## config.mk

```make
export PLATFORM = sky130hd
export DESIGN_NAME = t_toggle_receiver
export DESIGN_NICKNAME = d
export VERILOG_FILES = /design/src/rtl/t_link_pkg.sv /design/src/rtl/t_toggle_sync_edge.sv /design/src/rtl/t_toggle_receiver.sv
export SDC_FILE = /design/constraint.sdc
export NUM_CORES = 1
export LEC_CHECK = 0
export ABC_AREA = 1
export CAP_MARGIN = 10
export CORE_UTILIZATION = 55
export CTS_CLUSTER_DIAMETER = 30
export DETAILED_ROUTE_END_ITERATION = 10
export DONT_BUFFER_PORTS = 1
export GPL_TIMING_DRIVEN = 0
export PLACE_DENSITY = 0.7
export SLEW_MARGIN = 20
export SYNTH_ARGS = -nofsm -noshare
export SYNTH_HDL_FRONTEND = slang
export SYNTH_SLANG_ARGS = --single-unit
```

## constraint.sdc

```tcl
create_clock -name clk -period 1.9 [get_ports clk]
set_input_delay 0.475 -clock clk [delete_from_list [all_inputs] [get_ports clk]]
set_output_delay 0.475 -clock clk [all_outputs]
set_load 0.1 [all_outputs]
```

## src/rtl/t_link_pkg.sv

```systemverilog
`default_nettype none
// ============================================================================
// Module  : t_link_pkg
// Purpose : Shared constants, helper function and data type for the
//           toggle-signalling link.
// Contents: C_W, C_DEPTH, C_SYNC_STAGES defaults; clog2(); word_t.
// Revision: 1.0  initial release
// ============================================================================
package t_link_pkg;

   localparam int C_W           = 8;
   localparam int C_DEPTH       = 4;
   localparam int C_SYNC_STAGES = 2;

   typedef logic [C_W-1:0] word_t;

   // Ceiling log2, with a floor of 1 bit so it can size any vector.
   function automatic int clog2(input int n);
      int r;
      r = 0;
      while ((1 << r) < n) r++;
      return (r < 1) ? 1 : r;
   endfunction

endpackage
`default_nettype wire

```

## src/rtl/t_toggle_sync_edge.sv

```systemverilog
`default_nettype none
// ============================================================================
// Module  : t_toggle_sync_edge
// Purpose : Synchronises the sender's toggle line and flags each level
//           change as a one-cycle event.
// Ports   : clk      - clock
//           reset    - asynchronous active-low reset
//           t_in     - asynchronous toggle line
//           t_event  - high for one cycle per toggle (combinational)
//           t_sync   - synchronised toggle level
// Revision: 1.0  initial release
// ============================================================================
module t_toggle_sync_edge
   import t_link_pkg::*;
#(
   parameter int SYNC_STAGES = C_SYNC_STAGES
) (
   input  logic clk,
   input  logic reset,
   input  logic t_in,
   output logic t_event,   // "event" is a reserved word in SystemVerilog
   output logic t_sync
);

   logic [SYNC_STAGES-1:0] r_sync;
   logic                   r_t_prev;

   always_ff @(posedge clk or negedge reset) begin
      if (!reset) begin
         r_sync   <= '0;
         r_t_prev <= 1'b0;
      end else begin
         r_sync   <= {r_sync[SYNC_STAGES-2:0], t_in};
         r_t_prev <= r_sync[SYNC_STAGES-1];
      end
   end

   assign t_sync  = r_sync[SYNC_STAGES-1];
   assign t_event = r_sync[SYNC_STAGES-1] ^ r_t_prev;

endmodule
`default_nettype wire

```

## src/rtl/t_toggle_receiver.sv

```systemverilog
`default_nettype none
// ============================================================================
// Module  : t_toggle_receiver
// Purpose : Receiving end of the two-phase toggle link. Each detected toggle
//           captures data_in into a first-word-fall-through buffer and, if
//           accepted, is acknowledged by toggling ack_out.
// Ports   : clk, reset (async active-low)
//           t_in, data_in           - sender side
//           ready_in, data_out,
//           valid_out               - consumer valid/ready interface
//           pulse_out               - strobe per detected toggle
//           ack_out                 - toggles per accepted word
//           level                   - buffer occupancy
//           overflow, clr_ovf       - sticky drop flag and its clear
// Revision: 1.0  initial release
// ============================================================================
module t_toggle_receiver
   import t_link_pkg::*;
#(
   parameter int W           = C_W,
   parameter int DEPTH       = C_DEPTH,
   parameter int SYNC_STAGES = C_SYNC_STAGES
) (
   input  logic                       clk,
   input  logic                       reset,
   input  logic                       t_in,
   input  logic [W-1:0]               data_in,
   input  logic                       ready_in,
   input  logic                       clr_ovf,
   output logic [W-1:0]               data_out,
   output logic                       valid_out,
   output logic                       pulse_out,
   output logic                       ack_out,
   output logic [$clog2(DEPTH+1)-1:0] level,
   output logic                       overflow
);

   localparam int PW = clog2(DEPTH);
   localparam int LW = $clog2(DEPTH+1);

   logic [W-1:0]  r_mem [DEPTH];
   logic [PW-1:0] r_wptr;
   logic [PW-1:0] r_rptr;
   logic [LW-1:0] r_level;
   logic [W-1:0]  r_last;
   logic          r_pulse;
   logic          r_ack;
   logic          r_ovf;

   logic          w_event;
   logic          w_valid;
   logic          w_pop;
   logic          w_push;
   logic          w_drop;

   t_toggle_sync_edge #(
      .SYNC_STAGES (SYNC_STAGES)
   ) u_sync_edge (
      .clk     (clk),
      .reset   (reset),
      .t_in    (t_in),
      .t_event (w_event),
      .t_sync  ()
   );

   assign w_valid = (r_level != '0);
   assign w_pop   = w_valid & ready_in;
   // A simultaneous pop frees a slot, so a full buffer can still accept.
   assign w_push  = w_event & ((r_level < LW'(DEPTH)) | w_pop);
   assign w_drop  = w_event & ~w_push;

   always_ff @(posedge clk or negedge reset) begin
      if (!reset) begin
         for (int i = 0; i < DEPTH; i++) r_mem[i] <= '0;
         r_wptr  <= '0;
         r_rptr  <= '0;
         r_level <= '0;
         r_last  <= '0;
         r_pulse <= 1'b0;
         r_ack   <= 1'b0;
         r_ovf   <= 1'b0;
      end else begin
         r_pulse <= w_event;
         if (w_push) begin
            r_mem[r_wptr] <= data_in;
            r_wptr        <= r_wptr + PW'(1);
            r_ack         <= ~r_ack;
         end
         if (w_pop) r_rptr <= r_rptr + PW'(1);
         case ({w_push, w_pop})
            2'b10:   r_level <= r_level + LW'(1);
            2'b01:   r_level <= r_level - LW'(1);
            default: r_level <= r_level;
         endcase
         // Remember the head word so data_out holds once the buffer empties.
         if (w_valid) r_last <= r_mem[r_rptr];
         // Set has priority over clear so a coincident drop is never lost.
         if (w_drop)       r_ovf <= 1'b1;
         else if (clr_ovf) r_ovf <= 1'b0;
      end
   end

   assign data_out  = w_valid ? r_mem[r_rptr] : r_last;
   assign valid_out = w_valid;
   assign pulse_out = r_pulse;
   assign ack_out   = r_ack;
   assign level     = r_level;
   assign overflow  = r_ovf;

endmodule
`default_nettype wire

```

==> metrics.md <==
| Metric | Value |
|---|---|
| Status | `finished, violations left` |
| Failing checks | `setup timing` |
| Crit-path cells | `inv_4 -> nand3_4 -> buf_12 -> inv_16 -> nand2_4 -> nand2_8` |
| Reg2reg setup slack | `-0.16 ns` |
| Die height | `around 72 um` |
| Commonest non-fill, non-tap cell in the layout | `nand2_1` |
| First-pass GRT wire length | `10.54 mm` |
| CP arrival | `1.71 ns` |
| Worst path required time | `1.42 ns` |
| Post-synth net total | `352` |
| Die area | `5137 um2` |
| YS warnings | `0` |
| Row cnt | `24` |
| Critical Path Start Type | `flip-flop` |
| Filler cells | `370` |
| Area of the multi-input gates | `~1300 um2` |
| GR Overflow Total | `0` |
| Die width | `71.68 um` |
| R2r startpoint | `level[1]$_DFFE_PN0P_` |
| Post-route setup slack | `-0.2856 ns` |
| Layout cells sized above 1 | `roughly 20%` |
| Initial DRC Count | `between 100 and 150` |
| Worst Tran Pin Value | `0.9111 ns` |
| Register area share after synthesis | `49.67%` |
| Root Driver | `clkbuf_8` |
| CP max stage delay | `approximately 0.64 ns` |
| Vias per inst | `5.372` |
| Post-route cell area | `3207 um2` |
| Synth cell types | `20` |
| ANT nets after route | `0` |
| Cell count after synthesis | `333` |
| DRC | `0` |
| Most frequent cells in the layout | `115 x nand2_1, 50 x dfrtp_1, 42 x inv_1` |
| Routed wire per std cell | `15.09 um` |
| Final hold vios | `0` |
| Largest net degree at the start of global routing | `54` |
| Slew Limit Headroom | `39.26%` |
| Worst Reg-to-Reg Cells | `10` |
| FF+latch count, synth | `between 50 and 60` |
| Antenna Cells | `0` |
| CTS tree | `yes` |
| Worst hold path type | `in2async` |
| Final hold slack | `0.006859 ns` |
| Routability cong. | `roughly 0.84` |
| H-Tree Depth | `2` |
| CTS Buf Count | `5` |
| Worst-Skew Late Latency | `0.31 ns` |
| Final period util | `115.0%` |
| Placed cell areas | `2897 um2` |
| Port bufs | `0` |
| Clk_skew | `0.006288 ns` |
| Slew Limit Fails | `0` |
| Average size of a mapped cell | `between 8 and 9 um2` |
| Deepest clock path buffer count | `2` |
| Number of max-cap violations | `0` |
| Sequential cell area | `~1300 um2` |
| Clk slew on worst S/H paths | `0.10 ns` |
| Setup Viol. Count Final | `10` |
| Number of global-route vias before repair | `2240` |
| CP Capture Type | `primary output` |
| Via count | `2138` |
| RSZ-0062 raised after global routing | `true` |
| Drt pass-1 iters | `4` |
| Routed wire length | `6.006 mm` |
| GRT Total Usage | `27.17%` |
| R2r endpoint | `level[2]$_DFFE_PN0P_` |
| F_max | `457.5 MHz` |
| Initial antenna violation count | `0` |
| Final non-filler cell total | `roughly 400` |
| Max FO, Critical Path | `8` |
| Fin crit period | `2.186 ns` |
| Synthesized area | `2670 um2` |
| Area Growth Syn to Fin | `20.10%` |
| Initial core utilization | `59.28%` |
| IO Count | `28` |
| CORE AREA | `4504 um2` |
| Dpl ws | `-0.1645 ns` |
| WS Path Type | `reg2out` |
| Slowest-stage cell, CP | `dfrtp_4` |
| Nets | `between 300 and 400` |
| DP HPWL | `about 4.2 mm` |
| Clock net sink count | `53` |
| Post-Place Cells | `approximately 390` |
## repair_timing
item,4_1_cts,5_1_grt
buffers inserted,3,1
hold buffers,1,0
endpoints found under the hold margin,53,0
cloned,1,0
gates resized for setup,36,0
pin swaps,10,8
endpoints found under the setup margin,10,10
## critical path, delay by kind of cell, from the launching register on
family	cells	cell delay (ns)
buffers and inverters	3	0.41
flip-flops	1	0.64
AND/OR/NAND/NOR	3	0.33
## worst max path at each step
stage,cells after the start,from,endpoint,slack [ns]
after global routing,6,level[1]$_DFFE_PN0P_,data_out[3],-0.34
after floorplan,10,level[2]$_DFFE_PN0P_,level[2]$_DFFE_PN0P_,-0.04
after detailed placement,9,level[2]$_DFFE_PN0P_,level[2]$_DFFE_PN0P_,-0.16
after CTS,6,level[1]$_DFFE_PN0P_,data_out[2],-0.32
final,6,level[1]$_DFFE_PN0P_,data_out[6],-0.29
after global placement,9,level[2]$_DFFE_PN0P_,level[2]$_DFFE_PN0P_,-0.14
## synth_stat cells, drive strengths merged
master / count / area (um2)
ha: 5 / 62.56
fa: 1 / 20.02
buf: 17 / 132.6
nand4: 32 / 200.2
nand2: 144 / 558.0
nand3b: 1 / 7.510
inv: 48 / 182.7
xor2: 2 / 17.52
dfrtp: 53 / 1326
o21ai: 3 / 15.01
nand3: 25 / 130.1
xnor2: 2 / 17.52
## layer usage
metal / GRT usage, % / vias up / wire (um)
met5: 0 / - / 0
met4: 11.33 / 0 / 208
met3: 6.892 / 18 / 412
met2: 40.78 / 75 / 2605
met1: 37.76 / 976 / 2779
li1: - / 1069 / -
## area by class of cell
class | instances | share of cell area, %
multi-input combinational | 215 | 39.41
sequential | 53 | 41.71
buffer | 16 | 4.253
timing repair buffer | 6 | 2.809
inverter | 48 | 6.438
clock inverter | 2 | 1.092
tap | 52 | 2.029
clock buffer | 6 | 2.263
## state kept, by name (all words and copies together) (netlist names)
signal                count
overflow                  1
r_last                    8
pulse_out                 1
u_sync_edge.r_t_prev      1
level                     3
ack_out                   1
r_rptr                    2
r_wptr                    2
r_mem                    32
u_sync_edge.r_sync        2
## logic make-up after synthesis
| group | count (synthesis) | synth area share [%] |
|---|---|---|
| xor gates and xnor gates | 4 | 1.312 |
| AOI/OAI and AO/OA | 3 | 0.5622 |
| buffers and inverters | 65 | 11.81 |
| DFF | 53 | 49.67 |
| adders and majority gates | 6 | 3.093 |
| and+or+nand+nor | 202 | 33.55 |
## per-stage QoR
stage / setup TNS [ns] / utilization [%]
after floorplan: -0.2802 / -
after global placement: -1.109 / 64.31
after detailed placement: -1.259 / 64.31
after CTS: -2.744 / 71.03
after global routing: -3.239 / 71.19
final: -2.506 / 71.19
Power is not shown: default switching activity piles up to over one toggle a cycle in this logic, so the estimate is an artifact.
